File: src/rtl/clk_div_top.sv
// Programmable clock divider configured from a register bus, a UART receiver or an SPI slave.
// Handshake: bus commands are single-cycle strobes sampled at posedge; no valid/ready stalls.
module clk_div_top #(
  parameter int ADDR_WIDTH   = 8,
  parameter int DATA_WIDTH   = 32,
  parameter int CLKS_PER_BIT = 16
) (
  input  logic                  clk_i,
  input  logic                  rst_n,
  input  logic [1:0]            cmd_opt_i,
  input  logic [ADDR_WIDTH-1:0] cmd_addr_i,
  input  logic [DATA_WIDTH-1:0] cmd_data_i,
  output logic [DATA_WIDTH-1:0] cmd_rdata_o,
  input  logic                  uart_rx_i,
  input  logic                  i2c_scl_i,
  inout  wire                   i2c_sda_io,
  input  logic                  spi_csn_i,
  input  logic                  spi_clk_i,
  input  logic                  spi_mosi_i,
  output logic                  spi_miso_o,
  output logic                  div_en_o,
  output logic                  div_clk_o
);

  localparam logic [ADDR_WIDTH-1:0] A_CTRL = ADDR_WIDTH'(8'h00);
  localparam logic [ADDR_WIDTH-1:0] A_DIV  = ADDR_WIDTH'(8'h04);
  localparam logic [ADDR_WIDTH-1:0] A_STAT = ADDR_WIDTH'(8'h08);

  localparam int CW = $clog2(CLKS_PER_BIT);
  localparam logic [CW-1:0] BIT_LAST  = CW'(CLKS_PER_BIT - 1);
  localparam logic [CW-1:0] HALF_LAST = CW'(CLKS_PER_BIT / 2 - 1);

  localparam logic [1:0] U_IDLE  = 2'd0;
  localparam logic [1:0] U_START = 2'd1;
  localparam logic [1:0] U_DATA  = 2'd2;
  localparam logic [1:0] U_STOP  = 2'd3;

  logic        ctrl_en;
  logic [15:0] div_n;
  logic        uart_ferr;
  logic [7:0]  uart_byte;

  logic unused_inputs;
  assign unused_inputs = ^{i2c_scl_i, cmd_data_i};
  assign i2c_sda_io    = 1'bz;

  function automatic logic [DATA_WIDTH-1:0] reg_read(
    input logic [ADDR_WIDTH-1:0] a, input logic en, input logic [15:0] n,
    input logic ferr, input logic [7:0] ub);
    logic [DATA_WIDTH-1:0] v;
    v = '0;
    case (a)
      A_CTRL: v[0] = en;
      A_DIV:  v[15:0] = n;
      A_STAT: begin
        v[0]    = en;
        v[1]    = ferr;
        v[15:8] = ub;
      end
      default: v = '0;
    endcase
    return v;
  endfunction

  // ---------------- bus read port ----------------
  logic [DATA_WIDTH-1:0] bus_rd_val;
  assign bus_rd_val = reg_read(cmd_addr_i, ctrl_en, div_n, uart_ferr, uart_byte);

  always_ff @(posedge clk_i or negedge rst_n) begin
    if (!rst_n) cmd_rdata_o <= '0;
    else if (cmd_opt_i == 2'b01) cmd_rdata_o <= bus_rd_val;
  end

  // ---------------- UART receiver ----------------
  logic          rx_s1, rx_s2, rx_s3;
  logic [1:0]    u_state;
  logic [CW-1:0] u_cnt;
  logic [2:0]    u_idx;
  logic [7:0]    u_sh;
  logic          uart_ok, uart_bad;

  always_ff @(posedge clk_i or negedge rst_n) begin
    if (!rst_n) begin
      rx_s1    <= 1'b1;
      rx_s2    <= 1'b1;
      rx_s3    <= 1'b1;
      u_state  <= U_IDLE;
      u_cnt    <= '0;
      u_idx    <= '0;
      u_sh     <= '0;
      uart_ok  <= 1'b0;
      uart_bad <= 1'b0;
    end else begin
      rx_s1    <= uart_rx_i;
      rx_s2    <= rx_s1;
      rx_s3    <= rx_s2;
      uart_ok  <= 1'b0;
      uart_bad <= 1'b0;
      case (u_state)
        U_IDLE: if (rx_s3 && !rx_s2) begin
          u_state <= U_START;
          u_cnt   <= '0;
        end
        U_START: begin
          // Re-check the line at mid start bit to reject glitches.
          if (u_cnt == HALF_LAST) begin
            u_cnt   <= '0;
            u_idx   <= '0;
            u_state <= rx_s2 ? U_IDLE : U_DATA;
          end else u_cnt <= u_cnt + 1'b1;
        end
        U_DATA: begin
          if (u_cnt == BIT_LAST) begin
            u_cnt <= '0;
            u_sh  <= {rx_s2, u_sh[7:1]};
            if (u_idx == 3'd7) u_state <= U_STOP;
            else u_idx <= u_idx + 3'd1;
          end else u_cnt <= u_cnt + 1'b1;
        end
        default: begin
          if (u_cnt == BIT_LAST) begin
            u_cnt    <= '0;
            u_state  <= U_IDLE;
            uart_ok  <= rx_s2;
            uart_bad <= !rx_s2;
          end else u_cnt <= u_cnt + 1'b1;
        end
      endcase
    end
  end

  // ---------------- SPI slave (mode 0) ----------------
  logic        csn_s1, csn_s2, sck_s1, sck_s2, sck_s3, mosi_s1, mosi_s2;
  logic [14:0] spi_sh;
  logic [4:0]  spi_cnt;
  logic [7:0]  spi_tx;
  logic        spi_miso_q;
  logic [15:0] spi_word;
  logic        sck_rise, sck_fall, spi_wr;
  logic [DATA_WIDTH-1:0] spi_rd_val;

  assign sck_rise   = sck_s2 && !sck_s3;
  assign sck_fall   = !sck_s2 && sck_s3;
  assign spi_word   = {spi_sh, mosi_s2};
  assign spi_wr     = !csn_s2 && sck_rise && (spi_cnt == 5'd15) && spi_word[15];
  assign spi_rd_val = reg_read(ADDR_WIDTH'(spi_word[6:0]), ctrl_en, div_n, uart_ferr, uart_byte);
  assign spi_miso_o = spi_miso_q && !spi_csn_i;

  always_ff @(posedge clk_i or negedge rst_n) begin
    if (!rst_n) begin
      csn_s1     <= 1'b1;
      csn_s2     <= 1'b1;
      sck_s1     <= 1'b0;
      sck_s2     <= 1'b0;
      sck_s3     <= 1'b0;
      mosi_s1    <= 1'b0;
      mosi_s2    <= 1'b0;
      spi_sh     <= '0;
      spi_cnt    <= '0;
      spi_tx     <= '0;
      spi_miso_q <= 1'b0;
    end else begin
      csn_s1  <= spi_csn_i;
      csn_s2  <= csn_s1;
      sck_s1  <= spi_clk_i;
      sck_s2  <= sck_s1;
      sck_s3  <= sck_s2;
      mosi_s1 <= spi_mosi_i;
      mosi_s2 <= mosi_s1;
      if (csn_s2) begin
        spi_cnt    <= '0;
        spi_miso_q <= 1'b0;
      end else begin
        if (sck_rise && spi_cnt != 5'd16) begin
          spi_sh  <= spi_word[14:0];
          spi_cnt <= spi_cnt + 5'd1;
          // Header complete after 8 bits: capture the read byte for the data phase.
          if (spi_cnt == 5'd7) spi_tx <= spi_rd_val[7:0];
        end
        if (sck_fall && spi_cnt >= 5'd8 && spi_cnt <= 5'd15) begin
          spi_miso_q <= spi_tx[7];
          spi_tx     <= {spi_tx[6:0], 1'b0};
        end
      end
    end
  end

  // ---------------- register file: bus beats SPI beats UART ----------------
  logic                  bus_wr;
  logic [ADDR_WIDTH-1:0] spi_addr;
  assign bus_wr   = (cmd_opt_i == 2'b10);
  assign spi_addr = ADDR_WIDTH'(spi_word[14:8]);

  always_ff @(posedge clk_i or negedge rst_n) begin
    if (!rst_n) begin
      ctrl_en   <= 1'b0;
      div_n     <= 16'd2;
      uart_ferr <= 1'b0;
      uart_byte <= '0;
    end else begin
      if (bus_wr) begin
        if (cmd_addr_i == A_CTRL) begin
          ctrl_en   <= cmd_data_i[0];
          uart_ferr <= 1'b0;
        end else if (cmd_addr_i == A_DIV) div_n <= cmd_data_i[15:0];
      end else if (spi_wr) begin
        if (spi_addr == A_CTRL) begin
          ctrl_en   <= spi_word[0];
          uart_ferr <= 1'b0;
        end else if (spi_addr == A_DIV) div_n <= {8'b0, spi_word[7:0]};
      end else if (uart_ok) begin
        uart_byte <= u_sh;
        ctrl_en   <= u_sh[7];
        div_n     <= {9'b0, u_sh[6:0]};
      end
      if (uart_bad) uart_ferr <= 1'b1;
    end
  end

  // ---------------- divider ----------------
  logic [15:0] eff_n, nl, cnt;
  assign eff_n = (div_n < 16'd2) ? 16'd2 : div_n;

  always_ff @(posedge clk_i or negedge rst_n) begin
    if (!rst_n) begin
      div_en_o  <= 1'b0;
      div_clk_o <= 1'b0;
      nl        <= 16'd2;
      cnt       <= '0;
    end else begin
      div_en_o <= ctrl_en;
      if (!ctrl_en) begin
        cnt       <= '0;
        div_clk_o <= 1'b0;
      end else if (!div_en_o) begin
        nl  <= eff_n;
        cnt <= '0;
      end else begin
        div_clk_o <= (cnt < (nl >> 1));
        // The divisor is only re-latched at the wrap, so periods never get cut short.
        if (cnt == nl - 16'd1) begin
          cnt <= '0;
          nl  <= eff_n;
        end else cnt <= cnt + 16'd1;
      end
    end
  end

endmodule

File: config.mk
export PLATFORM = sky130hd
export DESIGN_NAME = clk_div_top
export DESIGN_NICKNAME = d
export VERILOG_FILES = /design/src/rtl/clk_div_top.sv
export SDC_FILE = /design/constraint.sdc
export NUM_CORES = 1
export LEC_CHECK = 0
export CAP_MARGIN = 40
export CELL_PAD_IN_SITES_DETAIL_PLACEMENT = 1
export CELL_PAD_IN_SITES_GLOBAL_PLACEMENT = 1
export CORE_AREA = 2 2 103 180
export DETAILED_ROUTE_END_ITERATION = 10
export DIE_AREA = 0 0 105 182
export PLACE_DENSITY_LB_ADDON = 0.1
export SKIP_CTS_REPAIR_TIMING = 1
export SLEW_MARGIN = 20
export SYNTH_ARGS = -nofsm -noshare
export SYNTH_HDL_FRONTEND = slang
export SYNTH_SLANG_ARGS = --single-unit
File: constraint.sdc
create_clock -name clk_i -period 3.2 [get_ports clk_i]
set_clock_uncertainty 0.15 [all_clocks]
set_input_delay 0.64 -clock clk_i [delete_from_list [all_inputs] [get_ports clk_i]]
set_output_delay 0.64 -clock clk_i [all_outputs]
set_load 0.02 [all_outputs]
# Word-level counts from Yosys, hierarchy flattened

Cells that the tools add are included.

Output and inout bits: 36
Input port bits: 49
Bits in registers: 134
Logic and storage cells: 170

$lt $le $gt $ge: 4
Eq/ne operators: 30
Add/subtract/negate cells: 5
Mux-type cells: 58
Bitwise gates (word level): 3
Reduce and logical (&&, ||, !) cells: 41

Operators with widths:

| kind                                                         | number |
|---|---|
| two-way mux 16 bit                                           | 13 |
| two-way mux 8 bit                                            | 3 |
| two-way mux 1 bit                                            | 18 |
| adder 16 x 1 -> 16 bit (second input constant)               | 1 |
| == test 16 bit                                               | 1 |
| zero test 8 bit                                              | 2 |
| less-than comparator 16 x 15 -> 1 bit                        | 1 |
| less-than comparator 16 x 2 -> 1 bit (second input constant) | 1 |
| case mux 8 bit (2 select lines)                              | 1 |
| subtractor 16 x 1 -> 16 bit (second input constant)          | 1 |
| == test 7 x 3 -> 1 bit (second input constant)               | 2 |
| != test 2 bit (second input constant)                        | 7 |
| two-way mux 2 bit                                            | 6 |
| two-way mux 4 bit                                            | 3 |
| two-way mux 6 bit                                            | 2 |
| AND reduction 3 bit                                          | 4 |
| nonzero test 3 bit                                           | 4 |
| logical AND 1 bit                                            | 10 |
| two-way mux 5 bit                                            | 2 |
| AND reduction 5 bit                                          | 2 |
| nonzero test 2 bit                                           | 5 |
| two-way mux 3 bit                                            | 3 |
| == test 8 x 3 -> 1 bit (second input constant)               | 1 |
| == test 8 x 4 -> 1 bit (second input constant)               | 1 |
| 30 further kinds                                             | 47 |

# Logic depth before layout (Yosys ltp)

Gate-level depths: netlist (run 1).

Depth in word-level cells: 8
Gate-level depth with buffers: 11
Depth with buffers taken out: 9

# Least setup slack after synthesis (run 1)

Ideal clock, no wire load.

Kind: flip-flop to flip-flop
Start: register nl[0]
End: register nl[15]
Data required time: 2.925 ns
Stages on the path, launching flop included: 12
Clock period less this slack: 3.218 ns
Path buffers: 2
Setup slack: -0.018 ns
Setup time: 0.125 ns
Arrival time: 2.943 ns
Cells stage by stage: dfrtp_1 inv_1 ha_1 or4b_1 buf_2 a2111oi_2 a31oi_1 o32a_1 a211oi_4 a31oi_4 buf_6 mux2_4

Cells in the longest elaborated chain, start to end: 4

RTL lines:

| element                          | RTL line | RTL |
|---|---|---|
| start: declaration               | 221      | `logic [15:0] eff_n, nl, cnt;` |
| start signal: assignment         | 236      | `nl <= eff_n;` |
| start signal: assignment         | 243      | `nl <= eff_n;` |
| subtractor 16 x 1 -> 16 bit      | 241      | `if (cnt == nl - 16'd1) begin` |
| == test 16 bit                   | 241      |  |
| != test 2 x 1 -> 1 bit (no line) | -        |  |
| AND reduction 2 bit (no line)    | -        |  |

No other way between the ends.
A chain may end at the register's enable or synchronous reset.

# Worst setup path in the final report (run 1)

Start: register nl[0]
End: register nl[14]

Same word-level chain as after synthesis.

==> flow_summary.ini, run 1 <==
[grt]
grtUsageTotal_pct = 20.3
grt_pass1_vias = 5948
grt_pass1_wl_um = 30300
grt_start_max_net_pins = 64
overflow = 0
antenna_found_initial = 0

[route]
avgRoutedWirePerCell_um = 17.7
drtIter0Drc = 172
routed_wl_um = 18000
vias = 5389
vias_per_cell = 5.28
dr.pass1.iters = 4
drcViolationCount = 0
ant_nets = 0

[clock_network]
cts_max_path_buffers = 2
cts.sinks = 134
h-tree-depth = 4
clk_pin_slew_worst_paths_ps = 60
cts-root-buf = clkbuf_16
cts_tree = yes
clk_latency_ps = 430
cts_buffers = 17

[cells_and_area]
area_growth_syn_to_layout_pct = 20.7
utilization_pct = 47.5
num_antenna_cells = 0
fillers = 2053
layout-drive-gt1-share_pct = 16.4
finalNonFillerCells = 1021
multi_input_area_sq_um = 3340
nets = 845
seqCellArea_sq_um = 3360

[timing]
final_critical_path_setup_slack_ps = 126
maxSlewHeadroom_pct = 57.3
grt_setup_unrepaired = no
max_freq_ghz = 0.325
period_needed_ps = 3070
maxSlewViolCount = 0
tightest_slew_ps = 635
period_share_pct = 96.1
setup_tns_ps = 0
hold_viol = 0
setup_viol = 0

[power_and_ir_drop]
powerDensity_nw_per_um2 = 606
finalPower_mw = 5.11
ir_drop_uv = 553
p_leak_nw = 3.79

[floorplanning]
core_area_sq_um = 17700
dieArea_sq_um = 19100
die_w_um = 105
rows = 65
dieHeight_um = 182
start_util_pct = 39.4
io_pins = 85

[setup_path]
worstRegToRegCells = 11
worstPathMaxFanout = 15
crit_path_end_kind = flip-flop
critPathKind = flip-flop to flip-flop
crit_required_ps = 3360
rrSetupSlack_ps = 130
arrival_ps = 3230
r2r_start = nl[0]
critPathLaunchType = flip-flop
rr_endpoint = nl[14]

[yosys]
syn_inst = 700
yosys-top-cells-area = dfrtp_1, mux2_2, nand2_1, ha_1, o21ai_0
yosysUniqueCellTypes = 59
ys_seq_area_share_pct = 48.2
syn_area_per_cell_sq_um = 9.97
synth_seq_cells = 134
synth_ff_type = dfrtp_1
synthMuxAreaShare_pct = 8.43
yosys.area.top_type = dfrtp_1
synth-compound-area-share_pct = 12.5
synth_area_sq_um = 6980
synth_top_cell_area_share_pct = 45.5
synth_adder_area_share_pct = 3.94
yosys.area_share.simple_pct = 17.0
ys_warn_count = 0
synth_top_family_by_area = simple AND/OR/NAND/NOR gates
synth_xor_area_share_pct = 4.89
synth_edf_count = 0
synthArstFlopShare_pct = 100

[placement]
place.gp.congestion = 0.866
hpwl_um = 13700
placedCellCount = 988
pre_cts_ws_ps = -147
port_buffers = 50

[job]
maxCapViolCount = 0

[outcome]
outcome = complete, no violations

[hold_path]
worst_hold_path_type = input port to asynchronous set/reset pin
synthesized netlist by cell type, types with 3 or more instances:
| cell type | n |
|---|---|
| dfrtp_1 | 127 |
| nand2_1 | 101 |
| o21ai_0 | 48 |
| mux2_2 | 38 |
| a21oi_1 | 35 |
| nor2_1 | 32 |
| nor3_1 | 27 |
| inv_1 | 26 |
| clkbuf_1 | 23 |
| ha_1 | 22 |
| nand3_1 | 21 |
| xnor2_1 | 20 |
| xor2_1 | 19 |
| buf_4 | 17 |
| and3_1 | 16 |
| a22oi_1 | 12 |
| mux2_4 | 8 |
| nand4_1 | 8 |
| nor2b_1 | 8 |
| dfstp_2 | 7 |
| a21o_1 | 6 |
| a31oi_1 | 6 |
| nor4_1 | 6 |
| a211oi_1 | 5 |
| nand2b_1 | 5 |
| nor3b_1 | 5 |
| mux2i_1 | 4 |
| o211ai_1 | 4 |
| or3_1 | 4 |
| buf_6 | 3 |
| nand3b_1 | 3 |
| o21a_1 | 3 |
critical path, cell delays in order (launching register included):
cell and delay (ps):
dfrtp_1 370, inv_1 80, ha_2 170, or4b_4 470, buf_4 170, o311ai_0 330, o41ai_1 140, a21oi_1 210
nor2b_1 110, a31oi_4 210, buf_12 180, mux2_2 350
how the worst max path moves through the flow:
stage	startpoint	endpoint	slack, ps	cells past startpoint
floorplan	nl[0]	nl[15]	5	11
global placement	nl[0]	nl[13]	-60	10
detailed placement	nl[0]	nl[13]	-150	10
CTS	nl[0]	nl[14]	-180	10
global route	nl[0]	nl[11]	10	11
finish	nl[0]	nl[14]	130	11
final cells by class:
cell class | instances | share of cell area [%]
Inverter | 26 | 1.16
Clock buffer | 17 | 5.05
Clock inverter | 15 | 1.56
Multi-Input combinational cell | 512 | 39.7
Tap cell | 234 | 3.48
Timing Repair Buffer | 83 | 9.19
Sequential cell | 134 | 39.9
per-stage QoR:
step                      hold slack, ps  cell area, sq um
after global routing                89.5              8420
after global placement               182              7840
after floorplan                      181              7040
after CTS                           62.5              8400
after detailed placement             186              7840
final                               44.4              8420
cells by family (layout without fill, tap and decap cells):
family,count (synthesis),after routing
and+or+nand+nor,246,246
AOI/OAI and AO/OA,138,138
DFF,134,134
buffers and inverters,70,141
muxes,50,50
xor gates and xnor gates,39,39
adders and majority gates,22,22
other,1,17
layout by cell type, fill, tap and decap left out, types with 4 or more instances in the layout:
cell	instances
nor4_1	6
mux2_4	8
clkinvlp_4	5
xnor2_1	20
inv_1	26
dfstp_2	7
mux2i_1	4
and3_1	16
o211ai_1	4
nand4_1	8
mux2_2	38
a21o_1	6
nor3b_1	4
clkdlybuf4s50_1	49
nor2b_1	7
clkinv_2	4
or3_1	4
o21ai_0	48
nand3_1	21
a22oi_1	12
xor2_1	19
a211oi_1	5
buf_4	31
conb_1	17
clkbuf_16	17
a21oi_1	35
nand2b_1	5
nand2_1	101
nor2_1	32
a31oi_1	6
ha_1	21
nor3_1	27
dfrtp_1	127
flip-flops by register name, summed over array words and instances (netlist names), 2 cells and up:
register     count
cmd_rdata_o     16
cnt             16
u_state          2
spi_sh          15
nl              16
u_idx            3
u_cnt            4
u_sh             8
div_n           16
spi_tx           8
spi_cnt          5
uart_byte        8
metal layers:
layer / vias up / wire length (um) / track usage (%)
met5: - / 0 / 0
met3: 33 / 413 / 3.63
met4: 0 / 530 / 8.96
li1: 2580 / - / -
met2: 79 / 10100 / 38.6
met1: 2697 / 7020 / 21.3
power by group:
group	internal, mW	switching, mW
registers	1.86	0.198
logic	0.583	0.620
clock network	1.07	0.779
total	3.51	1.60
No activity file was read; power rests on OpenSTA's default activity.
==> run 2: changes to the inputs <==
- CORE_AREA: 2 2 103 180 -> 2 2 101 176
- DIE_AREA: 0 0 105 182 -> 0 0 103 178
- clock period: 3.2 -> 3.5 ns (I/O delays scaled with it)
==> run 2 against run 1 <==
Cell area shrank 1.5%. Core utilization grew 1.7 points. First-iteration DRC count shrank 3.5%. Sequential power shrank 8%. Flip-flop and latch count is the same. Non-clock buffer count shrank 15. Maximum frequency shrank 6.3%. Clock-buffer cell count grew 3. Routed wire length shrank 1.6%. Register-to-register slack gained 90 ps. Global-route usage grew 0.63 points. Total power shrank 10%. Critical path type unchanged. Largest power group unchanged. Highest routed layer unchanged.
==> flow_summary.ini, run 2 (synthesis gave the netlist of run 1 again) <==
[outcome]
outcome = complete, no violations

[route]
ant_nets = 0
drtIter0Drc = 166
avgRoutedWirePerCell_um = 17.8
drcViolationCount = 0
dr.pass1.iters = 4
vias_per_cell = 5.33
vias = 5328
routed_wl_um = 17800

[setup_path]
arrival_ps = 3450
crit_required_ps = 3670
path_cells = inv_1 > ha_1 > or4b_1 > a2111oi_2 > a31oi_1 > o32a_1 > a211oi_4 > a31oi_4 > buf_12 > mux2_4
crit_path_end_kind = flip-flop
endpoint = nl[3]
cp.buffers_inverters = 2
critPathKind = flip-flop to flip-flop
worstRegToRegCells = 10
rrSetupSlack_ps = 220
r2r_start = nl[0]
worstPathMaxFanout = 15
rr_endpoint = nl[3]
critPathSlowestCell = or4b_1
crit_cells = 10
cp_top_family = compound AO/OA/AOI/OAI gates
startpoint = nl[0]
critPathLaunchType = flip-flop
max_stage_delay_ps = 590

[floorplanning]
dieHeight_um = 178
die_w_um = 103
rows = 63
dieArea_sq_um = 18300
start_util_pct = 41.4
core_area_sq_um = 16900
io_pins = 85

[cells_and_area]
num_antenna_cells = 0
final_cell_mix = dfrtp_1, nand2_1, clkdlybuf4s50_1, o21ai_0, mux2_2
finalNonFillerCells = 999
mostFrequentLayoutCell = dfrtp_1
nets = 830
multi_input_area_sq_um = 3330
fin_area_sq_um = 8300
fillers = 1902
layout-drive-gt1-share_pct = 14.4
area_growth_syn_to_layout_pct = 18.9
seqCellArea_sq_um = 3360

[grt]
antenna_found_initial = 0
grt_start_max_net_pins = 67
grt_pass1_vias = 5671
overflow = 0
grtUsageTotal_pct = 20.9
grt_pass1_wl_um = 28900

[timing]
period_share_pct = 93.8
setup_viol = 0
period_needed_ps = 3280
tightest_slew_ps = 828
hold_viol = 0
maxSlewHeadroom_pct = 44.2
grt_setup_unrepaired = no
maxSlewViolCount = 0
final_critical_path_setup_slack_ps = 218
max_freq_ghz = 0.305

[placement]
place.gp.congestion = 0.874
dpl-instance-area_sq_um = 7710
placedCellCount = 965
hpwl_um = 13400
pre_cts_ws_ps = 19.9
port_buffers = 50

[clock_network]
clk_pin_slew_worst_paths_ps = 60
clk_latency_ps = 440
cts-root-buf = clkbuf_16
cts_buffers = 17
cts_max_path_buffers = 2
h-tree-depth = 4
cts_tree = yes
cts.sinks = 134

[power_and_ir_drop]
ir_drop_uv = 374
powerDensity_nw_per_um2 = 553
p_leak_nw = 3.72

[hold_path]
worst_hold_path_type = input port to asynchronous set/reset pin

[job]
maxCapViolCount = 0
run 2: cell count changes in the layout (fill, tap and decap cells not counted):
| cell | change |
|---|---|
| clkbuf_8 | +2 |
| or4b_1 | +1 |
| inv_6 | -3 |
| or4b_4 | -1 |
| buf_4 | -15 |
| ha_2 | -1 |
| clkbuf_1 | +1 |
| ha_1 | +1 |
run 2: power by group:
| group | leakage (nW) | internal (mW) | switching [mW] |
|---|---|---|---|
| combinational | 1.66 | 0.468 | 0.527 |
| sequential | 1.80 | 1.70 | 0.198 |
| clock | 0.264 | 1.01 | 0.694 |
| total | 3.72 | 3.17 | 1.42 |
run 2: area by class of cell:
cell class | count | share of cell area, %
multi-input combinational | 512 | 40.2
inverter | 26 | 1.18
clock buffer | 20 | 5.50
timing repair buffer | 68 | 7.97
sequential | 134 | 40.5
tap | 227 | 3.42
clock inverter | 12 | 1.27
run 2: through the flow:
step	total power, mW	util (%)	hold slack (ps)	setup TNS (ps)
global route	4.85	49.2	162	0
finish	4.59	49.2	87.4	0
global placement	2.87	45.7	185	0
floorplan	2.61	-	181	0
CTS	4.65	49.1	115	-11.1
detailed placement	2.92	45.7	186	0
run 2: worst min path at each step:
stage                   end     from
floorplan           mosi_s2  mosi_s1
finish              cnt[15]    rst_n
CTS                 cnt[15]    rst_n
global route        cnt[15]    rst_n
detailed placement  mosi_s2  mosi_s1
global placement    mosi_s2  mosi_s1
run 2: routing by layer:
layer  global-route usage (%)  up-vias  part of all wire (%)
met5                        0        -                     0
met4                     9.10        0                   3.0
met3                     4.11       34                   2.1
met2                     38.3       68                    56
met1                     22.7     2678                    39
li1                         -     2548                     -
